--- config.mk ---
export PLATFORM = sky130hd
export DESIGN_NAME = multicycle_ctrl_flat
export DESIGN_NICKNAME = d
export VERILOG_FILES = /design/src/rtl/multicycle_ctrl_pkg.sv /design/src/rtl/multicycle_ctrl_if.sv /design/src/rtl/multicycle_ctrl_ack_timer.sv /design/src/rtl/multicycle_ctrl.sv /design/src/flat_wrapper.sv
export SDC_FILE = /design/constraint.sdc
export NUM_CORES = 1
export LEC_CHECK = 0
export BUFFER_PORTS_ARGS = -buffer_cell sky130_fd_sc_hd__buf_2
export CAP_MARGIN = 5
export CORE_MARGIN = 4
export CORE_UTILIZATION = 40
export CTS_CLUSTER_SIZE = 10
export DETAILED_ROUTE_END_ITERATION = 10
export PLACE_DENSITY = 0.74
export SYNTH_ARGS = -nofsm -noshare
export SYNTH_HDL_FRONTEND = slang
export SYNTH_SLANG_ARGS = --single-unit
--- constraint.sdc ---
create_clock -name clk -period 2.3 [get_ports clk]
set_input_delay 0.46 -clock clk [delete_from_list [all_inputs] [get_ports clk]]
set_output_delay 0.46 -clock clk [all_outputs]
set_load 0.05 [all_outputs]
--- src/rtl/multicycle_ctrl_pkg.sv ---
// Shared types and constants for the multi-cycle control sequencer.
package ctrl_pkg;

    typedef enum logic [2:0] {
        ST_RESET  = 3'd0,
        ST_FETCH  = 3'd1,
        ST_DECODE = 3'd2,
        ST_EXEC   = 3'd3,
        ST_MEM    = 3'd4,
        ST_WB     = 3'd5,
        ST_HALT   = 3'd6
    } state_e;

    localparam logic [7:0] OP_ALU   = 8'h01;
    localparam logic [7:0] OP_NOP   = 8'h02;
    localparam logic [7:0] OP_LOAD  = 8'h03;
    localparam logic [7:0] OP_STORE = 8'h04;
    localparam logic [7:0] OP_BEQ   = 8'h05;
    localparam logic [7:0] OP_HALT  = 8'hFF;

    localparam logic [7:0] ALU_ADD  = 8'h10;
    localparam logic [7:0] ALU_SUB  = 8'h11;

endpackage

--- src/rtl/multicycle_ctrl_if.sv ---
// Shared single-port memory handshake between the sequencer and the memory.
interface multicycle_ctrl_if;
    logic mem_req;
    logic mem_we;
    logic i_or_d;
    logic mem_ack;

    modport master (output mem_req, output mem_we, output i_or_d, input mem_ack);
    modport slave  (input mem_req, input mem_we, input i_or_d, output mem_ack);
endinterface

--- src/rtl/multicycle_ctrl_ack_timer.sv ---
// Watchdog: counts consecutive requested-but-unacknowledged cycles.
module ack_timer #(
    parameter int TIMEOUT = 16
) (
    input  logic clk,
    input  logic rst_n,
    input  logic req,
    input  logic ack,
    output logic expired
);

    localparam int W = $clog2(TIMEOUT + 1);

    logic [W-1:0] count_q;
    logic [W-1:0] count_d;

    // Any cycle without an outstanding unacked request restarts the count.
    always_comb begin
        count_d = '0;
        if (req && !ack) begin
            count_d = count_q + 1'b1;
        end
    end

    // Fires in the cycle that would make the count reach TIMEOUT; an ack then wins.
    assign expired = req && !ack && (count_q == W'(TIMEOUT - 1));

    always_ff @(posedge clk or negedge rst_n) begin
        if (!rst_n) begin
            count_q <= '0;
        end else begin
            count_q <= count_d;
        end
    end

endmodule

--- src/rtl/multicycle_ctrl.sv ---
// Multi-cycle instruction sequencer driving datapath strobes and the shared memory port.
module multicycle_ctrl
    import ctrl_pkg::*;
#(
    parameter int TIMEOUT = 16,
    parameter int CNT_W   = 16
) (
    input  logic                   clk,
    input  logic                   rst_n,
    multicycle_ctrl_if.master      mem,
    input  logic [7:0]             opcode,
    input  logic                   zero,
    output logic                   ir_write,
    output logic                   pc_write,
    output logic                   pc_src,
    output logic                   reg_write,
    output logic                   reg_dst,
    output logic                   mem_to_reg,
    output logic                   alu_src,
    output logic                   branch,
    output logic [7:0]             alu_op,
    output logic                   illegal,
    output logic                   bus_err,
    output logic                   halted,
    output logic [CNT_W-1:0]       retired
);

    state_e             state_q, state_d;
    logic [7:0]         op_q, op_d;
    logic [CNT_W-1:0]   retired_q;
    logic               bus_err_q;
    logic               retire;
    logic               bus_err_set;
    logic               req, we, iod;
    logic               expired;

    ack_timer #(.TIMEOUT(TIMEOUT)) u_ack_timer (
        .clk     (clk),
        .rst_n   (rst_n),
        .req     (req),
        .ack     (mem.mem_ack),
        .expired (expired)
    );

    always_comb begin
        state_d     = state_q;
        op_d        = op_q;
        retire      = 1'b0;
        bus_err_set = 1'b0;
        req         = 1'b0;
        we          = 1'b0;
        iod         = 1'b0;
        ir_write    = 1'b0;
        pc_write    = 1'b0;
        pc_src      = 1'b0;
        reg_write   = 1'b0;
        reg_dst     = 1'b0;
        mem_to_reg  = 1'b0;
        alu_src     = 1'b0;
        branch      = 1'b0;
        alu_op      = 8'h00;
        illegal     = 1'b0;
        halted      = 1'b0;
        case (state_q)
            ST_RESET: state_d = ST_FETCH;
            ST_FETCH: begin
                req = 1'b1;
                if (mem.mem_ack) begin
                    ir_write = 1'b1;
                    pc_write = 1'b1;
                    state_d  = ST_DECODE;
                end else if (expired) begin
                    bus_err_set = 1'b1;
                    state_d     = ST_HALT;
                end
            end
            ST_DECODE: begin
                op_d = opcode;
                case (opcode)
                    OP_ALU, OP_LOAD, OP_STORE, OP_BEQ: state_d = ST_EXEC;
                    OP_NOP: begin
                        retire  = 1'b1;
                        state_d = ST_FETCH;
                    end
                    OP_HALT: begin
                        retire  = 1'b1;
                        state_d = ST_HALT;
                    end
                    default: begin
                        illegal = 1'b1;
                        state_d = ST_FETCH;
                    end
                endcase
            end
            ST_EXEC: begin
                case (op_q)
                    OP_ALU: begin
                        alu_op  = op_q;
                        state_d = ST_WB;
                    end
                    OP_LOAD, OP_STORE: begin
                        alu_op  = ALU_ADD;
                        alu_src = 1'b1;
                        state_d = ST_MEM;
                    end
                    OP_BEQ: begin
                        alu_op   = ALU_SUB;
                        branch   = 1'b1;
                        pc_src   = 1'b1;
                        pc_write = zero;
                        retire   = 1'b1;
                        state_d  = ST_FETCH;
                    end
                    default: state_d = ST_FETCH;
                endcase
            end
            ST_MEM: begin
                req = 1'b1;
                iod = 1'b1;
                we  = (op_q == OP_STORE);
                if (mem.mem_ack) begin
                    if (op_q == OP_LOAD) begin
                        state_d = ST_WB;
                    end else begin
                        retire  = 1'b1;
                        state_d = ST_FETCH;
                    end
                end else if (expired) begin
                    bus_err_set = 1'b1;
                    state_d     = ST_HALT;
                end
            end
            ST_WB: begin
                reg_write  = 1'b1;
                reg_dst    = (op_q == OP_ALU);
                mem_to_reg = (op_q == OP_LOAD);
                retire     = 1'b1;
                state_d    = ST_FETCH;
            end
            ST_HALT: halted = 1'b1;
            default: state_d = ST_RESET;
        endcase
    end

    always_ff @(posedge clk or negedge rst_n) begin
        if (!rst_n) begin
            state_q   <= ST_RESET;
            op_q      <= 8'h00;
            retired_q <= '0;
            bus_err_q <= 1'b0;
        end else begin
            state_q <= state_d;
            op_q    <= op_d;
            if (retire) begin
                retired_q <= retired_q + 1'b1;
            end
            if (bus_err_set) begin
                bus_err_q <= 1'b1;
            end
        end
    end

    assign mem.mem_req = req;
    assign mem.mem_we  = we;
    assign mem.i_or_d  = iod;
    assign bus_err     = bus_err_q;
    assign retired     = retired_q;

endmodule
--- src/flat_wrapper.sv ---
// flat-port wrapper written by rule: the top's interface ports become plain ports
module multicycle_ctrl_flat import ctrl_pkg::*;
#(
    parameter int TIMEOUT = 16,
    parameter int CNT_W   = 16
)
  (clk, rst_n, opcode, zero, ir_write, pc_write, pc_src, reg_write, reg_dst, mem_to_reg, alu_src, branch, alu_op, illegal, bus_err, halted, retired, mem_mem_req, mem_mem_we, mem_i_or_d, mem_mem_ack);
  multicycle_ctrl_if mem_i ();
  input  logic clk;
  input  logic rst_n;
  input  logic [7:0] opcode;
  input  logic zero;
  output logic ir_write;
  output logic pc_write;
  output logic pc_src;
  output logic reg_write;
  output logic reg_dst;
  output logic mem_to_reg;
  output logic alu_src;
  output logic branch;
  output logic [7:0] alu_op;
  output logic illegal;
  output logic bus_err;
  output logic halted;
  output logic [CNT_W-1:0] retired;
  output wire logic [$bits(mem_i.mem_req)-1:0] mem_mem_req;
  output wire logic [$bits(mem_i.mem_we)-1:0] mem_mem_we;
  output wire logic [$bits(mem_i.i_or_d)-1:0] mem_i_or_d;
  input wire logic [$bits(mem_i.mem_ack)-1:0] mem_mem_ack;
  assign mem_mem_req = mem_i.mem_req;
  assign mem_mem_we = mem_i.mem_we;
  assign mem_i_or_d = mem_i.i_or_d;
  assign mem_i.mem_ack = mem_mem_ack;
  multicycle_ctrl #(.TIMEOUT(TIMEOUT), .CNT_W(CNT_W)) u_core (.clk(clk), .rst_n(rst_n), .mem(mem_i), .opcode(opcode), .zero(zero), .ir_write(ir_write), .pc_write(pc_write), .pc_src(pc_src), .reg_write(reg_write), .reg_dst(reg_dst), .mem_to_reg(mem_to_reg), .alu_src(alu_src), .branch(branch), .alu_op(alu_op), .illegal(illegal), .bus_err(bus_err), .halted(halted), .retired(retired));
endmodule
Word-level counts from Yosys, hierarchy flattened --
Cells that the tools add are included.
Storage, ports and cells: output and inout bits 38, word-level logic and storage cells 68, input port bits 12, register bits 33
Operators by class: eq/ne operators 17, reduce and logical (&&, ||, !) cells 10, $add $sub $neg 2, mux-type cells 34
Operators with widths (count):
- $eq A8 B3 Y1 const B | 4
- $eq A8 B2 Y1 const B | 3
- $pmux W8 S3 | 1
- $mux W1 | 22
- $pmux W3 S6 | 1
- $add A16 B1 Y16 const B | 1
- $eq A8 B1 Y1 const B | 2
- $mux W3 | 4
- $pmux W3 S2 | 2
- $eq A3 B3 Y1 const B | 3
- $eq A8 B8 Y1 const B | 1
- $mux W8 | 1
- $reduce_or A2 Y1 | 4
- $eq A3 B2 Y1 const B | 2
- $reduce_or A6 Y1 | 1
- $add A5 B1 Y5 const B | 1
- $eq A5 B4 Y1 const B | 1
- $mux W5 | 1
- $pmux W1 S4 | 1
- $reduce_or A4 Y1 | 1
- $eq A3 B1 Y1 const B | 1
- $logic_not A3 Y1 | 1
- $logic_and A1 B1 Y1 | 2
- $pmux W1 S2 | 1
- $logic_not A1 Y1 | 1

Depth between registers and ports, before layout --
word-level depth 8, mapped depth 6, gate-level depth less buffers 6

By module --
Synthesis repeated with hierarchy kept, for this count alone.
Second synthesis, totals: cells, all modules 186, area total of the unflattened synthesis 1835.5 um2
Modules (own cells, without submodules):
- multicycle_ctrl | area an instance 1600.3 um2, seq. area each 700.7 um2, times used 1, cells each 164
- ack_timer | area an instance 235.2 um2, seq. area each 125.1 um2, times used 1, cells each 22

Worst setup path after synthesis --
Ideal clock, no wire load.
path type register to output, start register u_core.state_q[2], end output port reg_dst, data arrival time 2.720 ns, path buffers 0, setup slack -0.880 ns, data required time 1.840 ns, cell stages (with the launch flop) 5, cells stage by stage dfrtp_1 nor2b_1 and2_1 nand2_1 nor4_1
On the way: cells in the longest elaborated chain, start to end 2
RTL lines:
- from (decl) | RTL line multicycle_ctrl.sv:28 | state_e state_q, state_d;
- from (signal assigned) | RTL line multicycle_ctrl.sv:152 | state_q <= state_d;
- $eq A3 B3 Y1 | RTL line multicycle_ctrl.sv:64 | case (state_q)
- $mux W1 | RTL line multicycle_ctrl.sv:64
- to (decl) | RTL line flat_wrapper.sv:17 | output logic reg_dst;
No other way between the ends.

Worst setup path after layout --
start register u_core.op_q[7], end output port alu_op[4]
On the way: cells in the longest elaborated chain, start to end 4, elaborated cells between the ends (all ways) 7, those cells by class 4 x eq/ne; 2 x mux; 1 x reduce/logical
RTL lines:
- from (decl) | RTL line multicycle_ctrl.sv:29 | logic [7:0] op_q, op_d;
- from (signal assigned) | RTL line multicycle_ctrl.sv:153 | op_q <= op_d;
- $eq A8 B2 Y1 / $eq A8 B3 Y1 (equally long branches) | RTL line multicycle_ctrl.sv:96 | case (op_q)
- $reduce_or A2 Y1 | RTL line multicycle_ctrl.sv:96
- $pmux W8 S3 * | RTL line multicycle_ctrl.sv:96
- $mux W8 * | RTL line multicycle_ctrl.sv:64
- to (decl) | RTL line flat_wrapper.sv:21 | output logic [7:0] alu_op;
Every way passes the cells marked *; elsewhere a longest branch is shown, timed or not.

==> impl_metrics.py <==
metrics = {
    "outcome": {
        "violations": "negative setup slack",
        "status": "finished, violations left",
    },
    "power_and_ir_drop": {
        "ir_worst_vdd_mv": 0.687,
        "pwr-share-seq": 0.328,
        "power_switching_mw": 1.45,
        "power.total_mw": 3.13,
        "combPwrFrac": 0.466,
        "p_per_area_nw_per_um2": 1270,
        "power_leakage_nw": 1.07,
        "intPower_mw": 1.69,
        "netSwitchingFraction": 0.462,
        "clkPwrFrac": 0.206,
    },
    "routing": {
        "drc": 0,
        "ant_nets": 0,
        "wl_mm": 4.15,
        "routedWlPerCell_um": 14.2,
        "dr.pass1.iters": 4,
        "drt_iter0_markers": 108,
        "vias_per_cell": 5.25,
        "dr_total_vias": 1533,
    },
    "critical_path": {
        "critical_path_class": "register to primary output",
        "worstPathArrival_ns": 2.06,
        "critical_path_required_ns": 1.84,
        "cp-start-kind": "register",
        "endpoint_kind": "primary output",
        "crit_fanout": 3,
    },
    "yosys": {
        "ys_seq_elements": 33,
        "synthCells": 182,
        "yosysTopAreaCell": "dfrtp_1",
        "avgSynthCellArea_um2": 10.2,
        "seq_area_frac_synth": 0.445,
        "ys.flop_type": "dfrtp_1",
        "syn-cell-area_um2": 1850,
        "ys_types": 45,
        "synth-edff-count": 0,
        "ys_async_sr_fraction": 1.00,
        "yosysTopAreaCellShare": 0.445,
        "ys.warnings.count": 0,
        "synthTopCellsByArea": "dfrtp_1, xor2_1, mux2_2, a31oi_1, buf_4",
    },
    "floorplanning": {
        "die_x_um": 76.1,
        "die_area_um2": 5790,
        "die_y_um": 76.1,
        "io_pins": 50,
        "fp.coreArea_um2": 4410,
        "rows": 24,
        "start_util": 0.420,
    },
    "grt": {
        "grt_antenna_before_repair": 0,
        "gr-usage-all-layers": 0.148,
        "grt_pass1_wl_mm": 7.20,
        "grt_max_degree": 34,
        "overflow": 0,
        "grt_pass1_vias": 1496,
    },
    "sta": {
        "period_needed_ns": 2.52,
        "min_period_over_period": 1.10,
        "hold_ws_ns": 0.240,
        "skew_ns": 0.00692,
        "slew_headroom": 0.501,
        "fin_setup_tns_ns": -1.45,
        "setup_violations": 9,
        "max_freq_mhz": 396,
        "final_hold_viol_count": 0,
        "tightestPinTransition_ns": 0.749,
        "finalMaxSlewViolations": 0,
        "rsz0062_at_grt": "yes",
        "setup_slack_ns": -0.223,
    },
    "placement": {
        "io_buffers": 43,
        "dp_hpwl_mm": 3.09,
        "gp_congestion": 0.836,
    },
    "clock_tree": {
        "cts.clk_slew.worst_paths_ns": 0.07,
        "cts_hold_buf": 0,
        "cts_buffers": 5,
        "clock_latency_ns": 0.28,
        "clock_path_buffers": 2,
        "cts_tree": "built",
        "cts_max_level": 2,
        "cts.sinks": 33,
        "clock-root-buffer": "clkbuf_8",
    },
    "finish": {
        "areaGrowthSynthToFinish_pct": 32.5,
        "most-common-layout-cells": "buf_2, dfrtp_1, buf_4",
        "n_antenna_cell": 0,
        "mostFrequentLayoutCell": "buf_2",
        "fin_util": 0.556,
        "nets": 254,
        "n_fill_cell": 388,
        "layout-drive-gt1-share": 0.404,
    },
    "job": {
        "drv_cap": 0,
    },
    "hold_path": {
        "min_path_type": "input port to async pin",
    },
}
==> per-layer routing <==
layer / routed length [um] / up-vias / GRT usage
met4: 34 / 0 / 0.0367
met2: 1910 / 46 / 0.230
met5: 0 / - / 0
li1: - / 754 / -
met3: 249 / 2 / 0.0461
met1: 1950 / 731 / 0.200
==> through the flow <==
stage / cell area [um^2] / instances / worst slack [ns]
6_report: 2460 / 292 / -0.223
5_1_grt: 2460 / 292 / -0.290
4_1_cts: 2430 / 291 / -0.232
3_5_place_dp: 2240 / 282 / -0.0844
3_3_place_gp: 2240 / 282 / -0.0675
2_1_floorplan: 1940 / 187 / -0.0627
==> sequential cells by signal (all words and copies together), names as in the netlist <==
name / flops
u_core.state_q: 3
u_core.u_ack_timer.count_q: 5
u_core.bus_err: 1
u_core.retired: 16
u_core.op_q: 8
==> Yosys cell counts, types with 2 or more instances <==
| cell type | instances |
|---|---|
| nand2b_1 | 4 |
| nand3b_1 | 2 |
| a21oi_1 | 4 |
| nand2_1 | 7 |
| a311oi_1 | 3 |
| o221ai_1 | 2 |
| buf_4 | 9 |
| ha_1 | 3 |
| a21o_1 | 3 |
| buf_1 | 2 |
| nand4_1 | 6 |
| and2_1 | 5 |
| and3_1 | 4 |
| dfrtp_1 | 33 |
| xor2_1 | 16 |
| nand3_2 | 2 |
| o21ai_0 | 4 |
| a31oi_1 | 11 |
| inv_1 | 6 |
| or2_2 | 2 |
| nor2_1 | 14 |
| mux2_2 | 7 |
| nor2b_1 | 3 |
| nand3_1 | 8 |
| nor4_1 | 2 |
==> repair_timing <==
item                       CTS  global route
setup buffers                1             1
pin swaps                    4             2
setup endpoints to repair    9            10
hold endpoints to repair     0             0
gates resized for setup     16             4
==> kinds of logic (layout without fill, tap and decap cells) <==
logic type	count (synthesis)	after routing	share of synthesized area
flops	33	33	0.445
compound gates	31	31	0.120
xor+xnor	17	17	0.0803
other cells	1	6	0.00202
buf+inv	20	73	0.0634
simple gates	68	68	0.213
fa+ha+maj	3	3	0.0202
mux	9	9	0.0560
==> path summary, 6_finish.rpt <==
check	from	end	slack, ns	cells after the start
min in group clk	opcode[0]	u_core.op_q[0]$_DFFE_PN0P_	0.44	3
setup / recovery	u_core.op_q[7]$_DFFE_PN0P_	alu_op[4]	-0.22	6
setup reg to reg	u_core.op_q[7]$_DFFE_PN0P_	u_core.retired[15]$_DFFE_PN0P_	0	8
hold / removal	rst_n	u_core.retired[5]$_DFFE_PN0P_	0.24	1
max in group asynchronous	rst_n	u_core.op_q[2]$_DFFE_PN0P_	1.58	1
hold reg to reg	u_core.bus_err$_DFFE_PN0P_	u_core.bus_err$_DFFE_PN0P_	0.46	1
==> worst max-delay path, cell delays in order, from the launching register on <==
cell and delay (ns):
dfrtp_1 0.39, or4_4 0.56, or2_4 0.25, a21oi_2 0.13, nor2b_4 0.18, or2_4 0.13, buf_8 0.13
==> power by group through the flow <==
stage / registers, mW / clock network, mW / logic, mW
finish: 1.03 / 0.646 / 1.46
global route: 1.07 / 0.695 / 1.57
CTS: 1.03 / 0.662 / 1.45
detailed placement: 1.04 / 0 / 1.42
global placement: 1.03 / 0 / 1.40
floorplan: 1.39 / 0 / 0.718
==> final cells by class <==
class,count,area [um^2],area share
multi-input combinational,134,1010,0.412
timing repair buffer,59,394,0.160
sequential,33,826,0.336
inverter,6,26.3,0.0107
clock buffer,5,68.8,0.0280
tap,52,65.1,0.0265
clock inverter,3,65.1,0.0265
Note: power is estimated with default switching activity, not from simulation.
